`config.mk`:
```
export PLATFORM = sky130hd
export DESIGN_NAME = strobe_frame_rx_flat
export DESIGN_NICKNAME = d
export VERILOG_FILES = /design/src/rtl/strobe_frame_rx_if.sv /design/src/rtl/strobe_frame_rx.sv /design/src/flat_wrapper.sv
export SDC_FILE = /design/constraint.sdc
export NUM_CORES = 1
export LEC_CHECK = 0
export CORE_ASPECT_RATIO = 2
export CORE_MARGIN = 3
export CORE_UTILIZATION = 30
export CTS_BUF_LIST = sky130_fd_sc_hd__clkbuf_16
export DETAILED_ROUTE_END_ITERATION = 16
export PLACE_DENSITY = 0.51
export SYNTH_ARGS = -nofsm -noshare
export SYNTH_HDL_FRONTEND = slang
export SYNTH_SLANG_ARGS = --single-unit
export TNS_END_PERCENT = 100
```
`constraint.sdc`:
```
create_clock -name sys_clk -period 2.1 [get_ports sys_clk]
set_input_delay 0.42 -clock sys_clk [delete_from_list [all_inputs] [get_ports sys_clk]]
set_output_delay 0.42 -clock sys_clk [all_outputs]
set_load 0.03 [all_outputs]
```
`src/rtl/strobe_frame_rx_if.sv`:
```
// Word output handshake between strobe_frame_rx and its consumer.
interface strobe_frame_rx_if #(
  parameter int unsigned DATA_W = 8
);
  logic [DATA_W-1:0] out_data;
  logic              out_valid;
  logic              out_ready;

  modport master (output out_data, output out_valid, input out_ready);
  modport slave  (input out_data, input out_valid, output out_ready);
endinterface

```
`src/rtl/strobe_frame_rx.sv`:
```
// Strobe-qualified serial-to-word receiver: MSB-first words grouped into frames,
// followed by a guard gap and a closing strobe; words leave on a valid/ready port.
module strobe_frame_rx #(
  parameter int unsigned DATA_W = 8,
  parameter int unsigned WORDS  = 4,
  parameter int unsigned GAP    = 2,
  localparam int unsigned BW    = (DATA_W > 1) ? $clog2(DATA_W) : 1,
  localparam int unsigned WW    = (WORDS > 1) ? $clog2(WORDS) : 1
) (
  input  logic          sys_clk,
  input  logic          sys_rst_n,
  input  logic          strobe,
  input  logic          din,
  input  logic          abort,
  input  logic          clear_err,
  strobe_frame_rx_if.master out_if,
  output logic          active,
  output logic [BW-1:0] bitno,
  output logic [WW-1:0] wordno,
  output logic          frame_done,
  output logic          overrun
);

  localparam int unsigned GW = (GAP > 1) ? $clog2(GAP) : 1;

  localparam logic [BW-1:0] BitLast  = BW'(DATA_W - 1);
  localparam logic [WW-1:0] WordLast = WW'(WORDS - 1);
  localparam logic [GW-1:0] GapLoad  = GW'(GAP - 1);

  typedef enum logic [1:0] {StIdle, StShift, StGap, StClose} state_e;

  state_e              r_state, w_state_d;
  logic [BW-1:0]       r_bitno, w_bitno_d;
  logic [WW-1:0]       r_wordno, w_wordno_d;
  logic [DATA_W-1:0]   r_shift, w_shift_d;
  logic [GW-1:0]       r_gap, w_gap_d;
  logic [DATA_W-1:0]   r_out_data, w_out_data_d;
  logic                r_out_valid, w_out_valid_d;
  logic                r_frame_done, w_frame_done_d;
  logic                r_overrun, w_overrun_d;

  logic [DATA_W-1:0]   w_shift_in;
  logic                w_word_done;
  logic                w_frame_end;
  logic                w_xfer;
  logic                w_drop;

  // Truncating cast keeps the low DATA_W bits; also covers DATA_W == 1.
  assign w_shift_in = DATA_W'({r_shift, din});

  always_comb begin
    w_state_d   = r_state;
    w_bitno_d   = r_bitno;
    w_wordno_d  = r_wordno;
    w_shift_d   = r_shift;
    w_gap_d     = r_gap;
    w_word_done = 1'b0;
    w_frame_end = 1'b0;

    unique case (r_state)
      StIdle: begin
        if (strobe) w_state_d = StShift;
      end
      StShift: begin
        if (strobe) begin
          w_shift_d = w_shift_in;
          if (r_bitno == BitLast) begin
            w_word_done = 1'b1;
            w_bitno_d   = '0;
            if (r_wordno == WordLast) begin
              w_wordno_d  = '0;
              w_frame_end = 1'b1;
              w_gap_d     = GapLoad;
              w_state_d   = StGap;
            end else begin
              w_wordno_d = r_wordno + WW'(1);
            end
          end else begin
            w_bitno_d = r_bitno + BW'(1);
          end
        end
      end
      StGap: begin
        if (r_gap == '0) w_state_d = StClose;
        else             w_gap_d   = r_gap - GW'(1);
      end
      StClose: begin
        if (strobe) w_state_d = StIdle;
      end
      default: w_state_d = StIdle;
    endcase

    // Abort outranks any strobe activity in the same cycle.
    if (abort && (r_state != StIdle)) begin
      w_state_d   = StIdle;
      w_bitno_d   = '0;
      w_wordno_d  = '0;
      w_shift_d   = '0;
      w_gap_d     = '0;
      w_word_done = 1'b0;
      w_frame_end = 1'b0;
    end
  end

  assign w_xfer = r_out_valid & out_if.out_ready;
  assign w_drop = w_word_done & r_out_valid & ~out_if.out_ready;

  always_comb begin
    w_out_valid_d  = r_out_valid;
    w_out_data_d   = r_out_data;
    w_frame_done_d = w_frame_end;
    if (w_word_done) begin
      w_out_valid_d = 1'b1;
      if (!w_drop) w_out_data_d = w_shift_in;
    end else if (w_xfer) begin
      w_out_valid_d = 1'b0;
    end
    // Set wins over clear.
    w_overrun_d = w_drop | (r_overrun & ~clear_err);
  end

  always_ff @(posedge sys_clk or negedge sys_rst_n) begin
    if (!sys_rst_n) begin
      r_state      <= StIdle;
      r_bitno      <= '0;
      r_wordno     <= '0;
      r_shift      <= '0;
      r_gap        <= '0;
      r_out_data   <= '0;
      r_out_valid  <= 1'b0;
      r_frame_done <= 1'b0;
      r_overrun    <= 1'b0;
    end else begin
      r_state      <= w_state_d;
      r_bitno      <= w_bitno_d;
      r_wordno     <= w_wordno_d;
      r_shift      <= w_shift_d;
      r_gap        <= w_gap_d;
      r_out_data   <= w_out_data_d;
      r_out_valid  <= w_out_valid_d;
      r_frame_done <= w_frame_done_d;
      r_overrun    <= w_overrun_d;
    end
  end

  assign active           = (r_state == StIdle) || (r_state == StShift);
  assign bitno            = r_bitno;
  assign wordno           = r_wordno;
  assign frame_done       = r_frame_done;
  assign overrun          = r_overrun;
  assign out_if.out_data  = r_out_data;
  assign out_if.out_valid = r_out_valid;

endmodule

```
`src/flat_wrapper.sv`:
```
// flat-port wrapper written by rule: the top's interface ports become plain ports
module strobe_frame_rx_flat 
#(
  parameter int unsigned DATA_W = 8,
  parameter int unsigned WORDS  = 4,
  parameter int unsigned GAP    = 2,
  localparam int unsigned BW    = (DATA_W > 1) ? $clog2(DATA_W) : 1,
  localparam int unsigned WW    = (WORDS > 1) ? $clog2(WORDS) : 1
)
  (sys_clk, sys_rst_n, strobe, din, abort, clear_err, active, bitno, wordno, frame_done, overrun, out_if_out_data, out_if_out_valid, out_if_out_ready);
  strobe_frame_rx_if #(.DATA_W(DATA_W)) out_if_i ();
  input  logic sys_clk;
  input  logic sys_rst_n;
  input  logic strobe;
  input  logic din;
  input  logic abort;
  input  logic clear_err;
  output logic active;
  output logic [BW-1:0] bitno;
  output logic [WW-1:0] wordno;
  output logic frame_done;
  output logic overrun;
  output wire logic [$bits(out_if_i.out_data)-1:0] out_if_out_data;
  output wire logic [$bits(out_if_i.out_valid)-1:0] out_if_out_valid;
  input wire logic [$bits(out_if_i.out_ready)-1:0] out_if_out_ready;
  assign out_if_out_data = out_if_i.out_data;
  assign out_if_out_valid = out_if_i.out_valid;
  assign out_if_i.out_ready = out_if_out_ready;
  strobe_frame_rx #(.DATA_W(DATA_W), .WORDS(WORDS), .GAP(GAP)) u_core (.sys_clk(sys_clk), .sys_rst_n(sys_rst_n), .strobe(strobe), .din(din), .abort(abort), .clear_err(clear_err), .out_if(out_if_i), .active(active), .bitno(bitno), .wordno(wordno), .frame_done(frame_done), .overrun(overrun));
endmodule
```
* Yosys cells after proc, flatten, opt, wreduce, memory -nomap -nowiden *
Cells that the tools add are included.

operators by class
  eq/ne operators = 11
  bitwise gates (word level) = 8
  $add $sub $neg = 3
  reduce and logical (&&, ||, !) cells = 14
  muxes and demuxes = 37

operator list
  operator             number
  $mux 2               12
  $mux 7               3
  $mux 1               16
  $mux 3               4
  $reduce_bool 2->1    5
  $ne 3x2->1 const B   3
  $pmux 2 s4           1
  $eq 2x2->1 const B   3
  $ne 3x1->1 const B   2
  $reduce_and 6->1     1
  $and 1x1->1          4
  $reduce_and 2->1     2
  $reduce_and 4->1     1
  $add 3x1->3 const B  1
  $eq 3x3->1 const B   1
  $ne 3x3->1 const B   1
  $not 1->1            3
  $reduce_and 3->1     1
  $reduce_bool 3->1    1
  $add 2x1->2 const B  1
  $eq 2x1->1 const B   1
  $logic_not 2->1      1
  $pmux 1 s2           1
  $logic_and 1x1->1    1
  other kinds (3)      3

storage, ports and cells
  register bits after elaboration = 26

* Longest topological paths before layout *
  word-level depth = 9
  mapped depth = 7
  gate-level depth less buffers = 6

* Worst setup path before layout *
OpenSTA, ideal clock, no wires.

  path kind = reg-to-reg
  start point = register u_core.r_bitno[0] (netlist: u_core.bitno[0])
  end point = register u_core.r_out_data[0] (netlist: u_core.out_if.out_data[0])
  stages on the path, launching flop included = 6
  period minus slack after synthesis = 1.740 ns
  setup slack = 0.360 ns
  arrival = 1.615 ns
  required time = 1.975 ns
  cells stage by stage = dfrtp_1 > ha_1 > ha_1 > and4_4 > nand2_4 > mux2_4

on the way
  cells in the longest elaborated chain, start to end = 9

RTL lines
  item                                   line                    source
  from (decl)                            strobe_frame_rx.sv:33   logic [BW-1:0] r_bitno, w_bitno_d;
  from (signal assigned)                 strobe_frame_rx.sv:135  r_bitno <= w_bitno_d;
  $eq 3x3->1 (*)                         strobe_frame_rx.sv:67   if (r_bitno == BitLast) begin
  $mux 1 (*)                             strobe_frame_rx.sv:67
  $mux 1 (*)                             strobe_frame_rx.sv:65   if (strobe) begin
  $mux 1 (*)                             strobe_frame_rx.sv:60   unique case (r_state)
  $mux 1 (*)                             strobe_frame_rx.sv:94   if (abort && (r_state != StIdle)) begin
  $and 1x1->1 (2 in series)              strobe_frame_rx.sv:106  assign w_drop = w_word_done & r_out_valid & ~out_if.out_ready;
  $not 1->1 (no source line)             --
  $reduce_and 2->1 (no source line) (*)  --
  to (signal assigned)                   strobe_frame_rx.sv:139  r_out_data <= w_out_data_d;
  to (decl)                              strobe_frame_rx.sv:37   logic [DATA_W-1:0] r_out_data, w_out_data_d;

Mark *: on every way between the ends. The rest lies on a longest branch, timed or not.
A chain may end at the register's enable or synchronous reset.

* Worst setup path after layout *
  start point = register u_core.r_state[0]
  end point = output port active

on the way
  cells in the longest elaborated chain, start to end = 2
  elaborated cells between the ends (all ways) = 3
  classes of those cells = eq/ne: 1; reduce/logical: 2

RTL lines
  item                                                  line                    source
  from (decl)                                           strobe_frame_rx.sv:32   state_e r_state, w_state_d;
  from (signal assigned)                                strobe_frame_rx.sv:124  r_state <= StIdle;
  from (signal assigned)                                strobe_frame_rx.sv:134  r_state <= w_state_d;
  $eq 2x1->1 / $logic_not 2->1 (equally long branches)  strobe_frame_rx.sv:146  assign active = (r_state == StIdle) || (r_state == StShift);
  $logic_or 1x1->1 (*)                                  strobe_frame_rx.sv:146
  to (decl)                                             flat_wrapper.sv:18      output logic active;

Marks and branches as above.

==> metrics.md <==
| Metric | Value |
|---|---|
| Setup Crit Path Kind | `register to primary output` |
| Largest stage delay, worst path | `0.43 ns` |
| Sequential cell fraction of total power | `0.357` |
| WP data arrival | `roughly 1.6 ns` |
| Worst path slowest cell | `sky130_fd_sc_hd__dfrtp_1` |
| Hold Path Depth | `2` |
| Critical register-to-register path startpoint | `u_core.r_state[0]` |
| Transition time at the pin with the least slew margin | `approximately 0.33 ns` |
| Count of unresolved DRC violations after routing | `0` |
| Number of core rows | `32` |
| Post-detailed-route wirelength per cell | `13.1 um` |
| Setup violation total in the final timing report | `0` |
| Vias per inst | `~4.8` |
| Placeable core area | `approximately 0.0039 sq mm` |
| Internal power of the cells | `roughly 1.3 mW` |
| Antenna Cells | `0` |
| Crit path launch | `u_core.r_state[0]` |
| Fin Setup TNS | `0 ns` |
| Result of the run | `complete, no violations` |
| Power share of the clock group | `0.207` |
| VDD IR max | `0.700 mV` |
| Area share of the largest cell type after synthesis | `0.519` |
| CTS Buf Count | `3` |
| Syn. warnings | `0` |
| Total detailed-routing wirelength | `around 2.5 mm` |
| Starting density of the core | `0.319` |
| Power per cell area | `1210 mW/mm^2` |
| Period utilisation layout | `0.978` |
| Most frequent cell after synthesis | `sky130_fd_sc_hd__dfrtp_1` |
| Switching fraction of total power | `0.362` |
| Yosys reg bits | `26` |
| Worst reg-to-reg setup slack | `~0.27 ns` |
| Drt pass-1 iters | `4` |
| Die height | `roughly 97 um` |
| Leading area contributor after synthesis | `sky130_fd_sc_hd__dfrtp_1` |
| Port Buffers | `23` |
| Skew final | `~0.0029 ns` |
| Top-level port count | `24` |
| Ys flop type | `sky130_fd_sc_hd__dfrtp_1` |
| Fraction of layout cells with a size suffix above 1 | `0.177` |
| Starting DRC count in detailed routing | `13` |
| Remaining number of nets flagged by the antenna check after routing | `0` |
| Number of instances in the synthesized netlist | `~110` |
| RSZ-0062 raised after global routing | `no` |
| Area growth, synth to finish | `33.4%` |
| Critical Path Sink Type | `primary output` |
| Data required time of the critical path | `approximately 1.7 ns` |
| Via count of the first global-routing pass | `roughly 950` |
| Vias post-DR | `between 900 and 1,000` |
| Maximum fanout along the worst path | `5` |
| Wire length of the first global-routing pass | `4.28 mm` |
| Final hold slack | `slightly below 0.5 ns` |
| Endpoint of the worst-slack reg-to-reg timing path | `u_core.out_if.out_data[6]` |
| Die Area | `about 0.005 sq mm` |
| Root cell of the clock tree | `sky130_fd_sc_hd__clkbuf_16` |
| Endpoint, Worst Hold | `u_core.r_shift[6]` |
| Clock input transition at the sequential cells of the worst setup and hold paths | `0.06 ns` |
| Count of unique library cells instantiated by Yosys | `33` |
| Final-stage net count | `156` |
| Hold_buf cts | `0` |
| CTS H-Tree Depth | `1` |
| EDFF count, synth | `0` |
| Filler Cells Inserted | `roughly 410` |
| Endpoints failing hold | `0` |
| Max-slew violation total from the final report | `0` |
| Sequential share of the synthesized area | `0.519` |
| Top post-synthesis cells by count | `26 x sky130_fd_sc_hd__dfrtp_1, 20 x sky130_fd_sc_hd__nand2_1, 10 x sky130_fd_sc_hd__o21ai_1` |
| Critical path startpoint category | `register` |
| Hold Path Class | `register to register` |
| TritonCTS clock tree | `built` |
| Remaining global-route overflow | `0` |
| Cell-by-cell trace of the critical path | `inv_1, ha_1, or2_2, dlygate4sd2_1` |
| Chip width | `~52 um` |
| Reg2Reg Depth | `7` |
| Initial antenna violation count | `0` |
| Clock latency of the later-clocked register in the worst-skew pair | `about 0.26 ns` |
| Number of max-capacitance violations reported | `0` |
| Clock period minus final worst setup slack | `around 2.1 ns` |
| Netlist area before placement | `approximately 0.0013 sq mm` |
| Cell types occupying the most area after synthesis | `sky130_fd_sc_hd__dfrtp_1 52%, sky130_fd_sc_hd__mux2_4 9.6%, sky130_fd_sc_hd__ha_1 7.0%` |
| Final estimated routing congestion in global placement | `about 0.8` |
| Combinational Power Share | `0.436` |
| Worst slew margin relative to its limit | `0.782` |
| Nets in the synthesized netlist | `~120` |
| Leakage component of the power | `approximately 0.79 nW` |
| Sinks on the clock net | `26` |
| Maximum number of pins on one net before global-route repair | `27` |
| Avg Inst Size Synth | `between 10 and 15 sq um` |
| Total Routing Usage GR | `0.109` |
| Launch instance of the worst min-delay path | `u_core.r_shift[6]` |
| Max Buffers Root-to-Sink | `2` |
| Sw power | `~0.73 mW` |
| F_max | `a little under 500 MHz` |
| Share of async-settable or async-resettable flops after synthesis | `1.00` |
| Post-DP HPWL | `between 1.5 and 2 mm` |
stage by stage:
stage / setup WS, ns / instances / area [sq um] / total power, mW / utilization
floorplan: 0.360 / 109 / 1250 / 1.29 / -
global placement: 0.150 / 186 / 1580 / 1.57 / 0.402
detailed placement: 0.0881 / 186 / 1580 / 1.61 / 0.402
CTS: 0.0377 / 190 / 1660 / 2.02 / 0.422
global route: 0.00675 / 192 / 1670 / 2.15 / 0.426
finish: 0.0452 / 192 / 1670 / 2.02 / 0.426
state kept, by name (all words and copies together) (netlist names):
signal and flops:
u_core.bitno 3, u_core.frame_done 1, u_core.out_if.out_data 8, u_core.out_if.out_valid 1, u_core.overrun 1, u_core.r_gap 1
u_core.r_shift 7, u_core.r_state 2, u_core.wordno 2
worst max-delay path by stage:
| stage | to | slack [ns] | cells past startpoint |
|---|---|---|---|
| floorplan | u_core.out_if.out_data[0] | 0.36 | 5 |
| finish | active | 0.05 | 4 |
| global route | active | 0.007 | 4 |
| detailed placement | active | 0.09 | 4 |
| global placement | active | 0.15 | 4 |
| CTS | active | 0.04 | 4 |
layout by cell type, fill, tap and decap left out, drive strengths merged, types with 2 or more instances in the layout:
master and n:
dfrtp 26, clkdlybuf4s50 22, nand2 21, o21ai 12, mux2 9, buf 8
ha 7, inv 4, nor2 3, clkbuf 3, and2 2, nand3 2
a22o 2, nand2b 2
critical path: cells and delay by family, from the launching register on:
family                   cells  cell delay, ns
buffers and inverters        2            0.44
adder cells (fa/ha/maj)      1            0.21
AND/OR/NAND/NOR              1            0.29
flip-flops                   1            0.43
cell families after synthesis:
| logic type | share of synthesized area |
|---|---|
| simple gates | 0.158 |
| flops | 0.519 |
| buf+inv | 0.0230 |
| compound gates | 0.117 |
| mux | 0.113 |
| fa+ha+maj | 0.0699 |
per-layer routing:
layer  routed length [um]  global-route usage  share of wire
met1                  961               0.116           0.38
met2                 1420               0.198           0.57
met3                   91              0.0138          0.036
met4                   40              0.0566          0.016
met5                    0                   0              0
power by group through the flow:
stage	registers (mW)	clock network, mW	logic (mW)
final	0.720	0.418	0.879
after global routing	0.740	0.446	0.967
after CTS	0.723	0.434	0.864
after detailed placement	0.734	0	0.872
after global placement	0.723	0	0.844
after floorplan	0.798	0	0.489
what timing repair did:
item | 4_1_cts | 5_1_grt
setup endpoints to repair | 1 | 1
buffers inserted | 0 | 2
gates resized for setup | 1 | 0
pin swaps | 0 | 0
hold endpoints to repair | 0 | 0
final cells by class:
type	count	area (sq um)	share of cell area
repair buffers	31	289	0.173
clock inverters	1	3.75	0.00225
well taps	51	63.8	0.0382
flip-flops and latches	26	651	0.390
multi-input cells	76	573	0.343
clock buffers	3	75.1	0.0449
inverters	4	15.0	0.00899
Note: power is estimated with default switching activity, not from simulation.
==> RTL change: new RTL, config.mk and constraints unchanged <==
Make the reset (`sys_rst_n`) synchronous in one clocked block.
--- a/src/rtl/strobe_frame_rx.sv
+++ b/src/rtl/strobe_frame_rx.sv
@@ -121,3 +121,3 @@
 
-  always_ff @(posedge sys_clk or negedge sys_rst_n) begin
+  always_ff @(posedge sys_clk) begin
     if (!sys_rst_n) begin
Formal check against the unedited RTL: differs if sys_rst_n is asserted again (counterexample within 4 cycles, from zero or initial values and one cycle with sys_rst_n low); with sys_rst_n held inactive, the same outputs for 10 cycles.
==> RTL change against the unedited design <==
- sequential cell count unchanged
- clock skew is 0.00081 ns lower
- design area fell by 6.9%
- setup slack better by 0.026 ns
- wire length decreased by 4.6%
- die area down 8.4%
- count of clock-buffer cells in the layout is the same
- synthesized area fell by 9.2%
- non-clock buffer count down 1
Power is not compared: it rests on default switching activity, and its combinational part moved more than twofold at a synthesized area within 25%.
==> RTL change: results (changes against the unedited design) <==
[global_route]
grt_util_all_layers = 0.116  ; +0.00688
grt_max_degree = 15  ; -44%
antenna_found_initial = 0  ; unchanged
grt_pass1_vias = 981  ; +3.0%
grt_pass1_wl_mm = 4.22  ; -1.6%

[finish]
layout_commonest_cell = nand2_1
nFillCells = 398  ; -2.7%
drive_gt1_frac = 0.0886  ; -0.0887
layout.nets = 174  ; +12%
area_growth_pct = 36.7

[route]
drt_iter0_drc = 11  ; -2
met3_length_um = 75  ; -18%
vias_per_cell = 4.59  ; -3.5%
drt_first_pass_iters = 4  ; unchanged
met1Wirelength_um = 938  ; -2.4%
met2_length_mm = 1.32  ; -7.0%
wire_per_inst_um = 11.6  ; -12%

[synthesis]
synth_warnings = 0  ; unchanged
synthesis.nets = 143  ; +16%
synth-xor-area-share = 0  ; unchanged
synth_adder_area_share = 0.0880  ; +0.0181
synthMuxAreaShare = 0.0968  ; -0.0161
synthFlopType = dfxtp_1
synth.area.top_cells = dfxtp_1, nand2_1, mux2i_1
async_reset_ff_frac = 0  ; -1.00
synth_commonest_cells = nand2_1, dfxtp_1, a21oi_1, mux2i_1, ha_1
synth_cell_types = 24  ; -27%
synth-seq-area-share = 0.458  ; -0.0618
synth_compound_area_frac = 0.0990  ; -0.0179

[timing]
fin_skew_ns = 0.00210  ; -0.000814 ns
slew_headroom = 0.699  ; -0.0826

[setup_path]
reg2regPathDepth = 5  ; -2
path_max_fanout = 4  ; -1
arrival_ns = 1.61  ; -0.02 ns

[place]
dpl_cell_area_mm2 = 0.00148  ; -6.3%
hpwlAfterDp_mm = 1.86  ; -4.7%
place.gp.congestion = 0.691  ; -16%

[clock_tree]
path_clk_slew_ns = 0.06  ; about the same

[run_status]
outcome = completed

[RTL change: cell types whose count changed in the layout (fill, tap and decap cells not counted), sizes merged, moves of 2 or more]
cell / delta
dfrtp: -26
dfxtp: +26
nand2: +17
o21ai: -12
a21oi: +10
mux2i: +10
mux2: -9
nand3: +5
a21boi: +2
a22o: -2
inv: -2
[RTL change: path summary, 6_finish.rpt]
kind / startpoint / endpoint / slack [ns]
worst min register to register: u_core.out_if.out_data[5] / u_core.out_if.out_data[5] / 0.46
worst max-delay path: u_core.r_state[0] / active / 0.07
worst max register to register: u_core.bitno[0] / u_core.r_state[1] / 0.42
worst min-delay path: u_core.out_if.out_data[5] / u_core.out_if.out_data[5] / 0.46
[RTL change: what timing repair did]
action | CTS | global route
endpoints found under the setup margin | 1 | 0
resized for setup | 1 | 0
buffers inserted | 0 | 0
[RTL change: routing by layer]
layer	vias up	track usage
met1	430	0.118
li1	494	-
met5	-	0
met2	20	0.218
met3	6	0.0128
met4	0	0.0693
[RTL change: per-stage QoR]
step                      worst slack (ns)  cells
after global placement               0.142    203
final                               0.0714    207
after detailed placement             0.101    203
after global routing                0.0153    207
after CTS                           0.0556    207
after floorplan                      0.310    128
[RTL change: power by group]
group	total (W)	internal [W]	switching, W
Clock	0.000421	0.000255	0.000166
Combinational	0.000391	0.000159	0.000232
Sequential	0.000545	0.000518	0.0000263
[RTL change: cell type report]
type | count | share of cell area
timing repair buffer | 30 | 0.189
clock buffer | 3 | 0.0483
tap | 49 | 0.0394
inverter | 2 | 0.00483
sequential | 26 | 0.335
clock inverter | 1 | 0.00241
multi-input combinational | 96 | 0.381
[RTL change: critical path, cell delays in order (launching register included)]
cell,delay [ns]
dfxtp_1,0.38
inv_1,0.10
ha_1,0.24
or2_2,0.28
dlygate4sd2_1,0.36
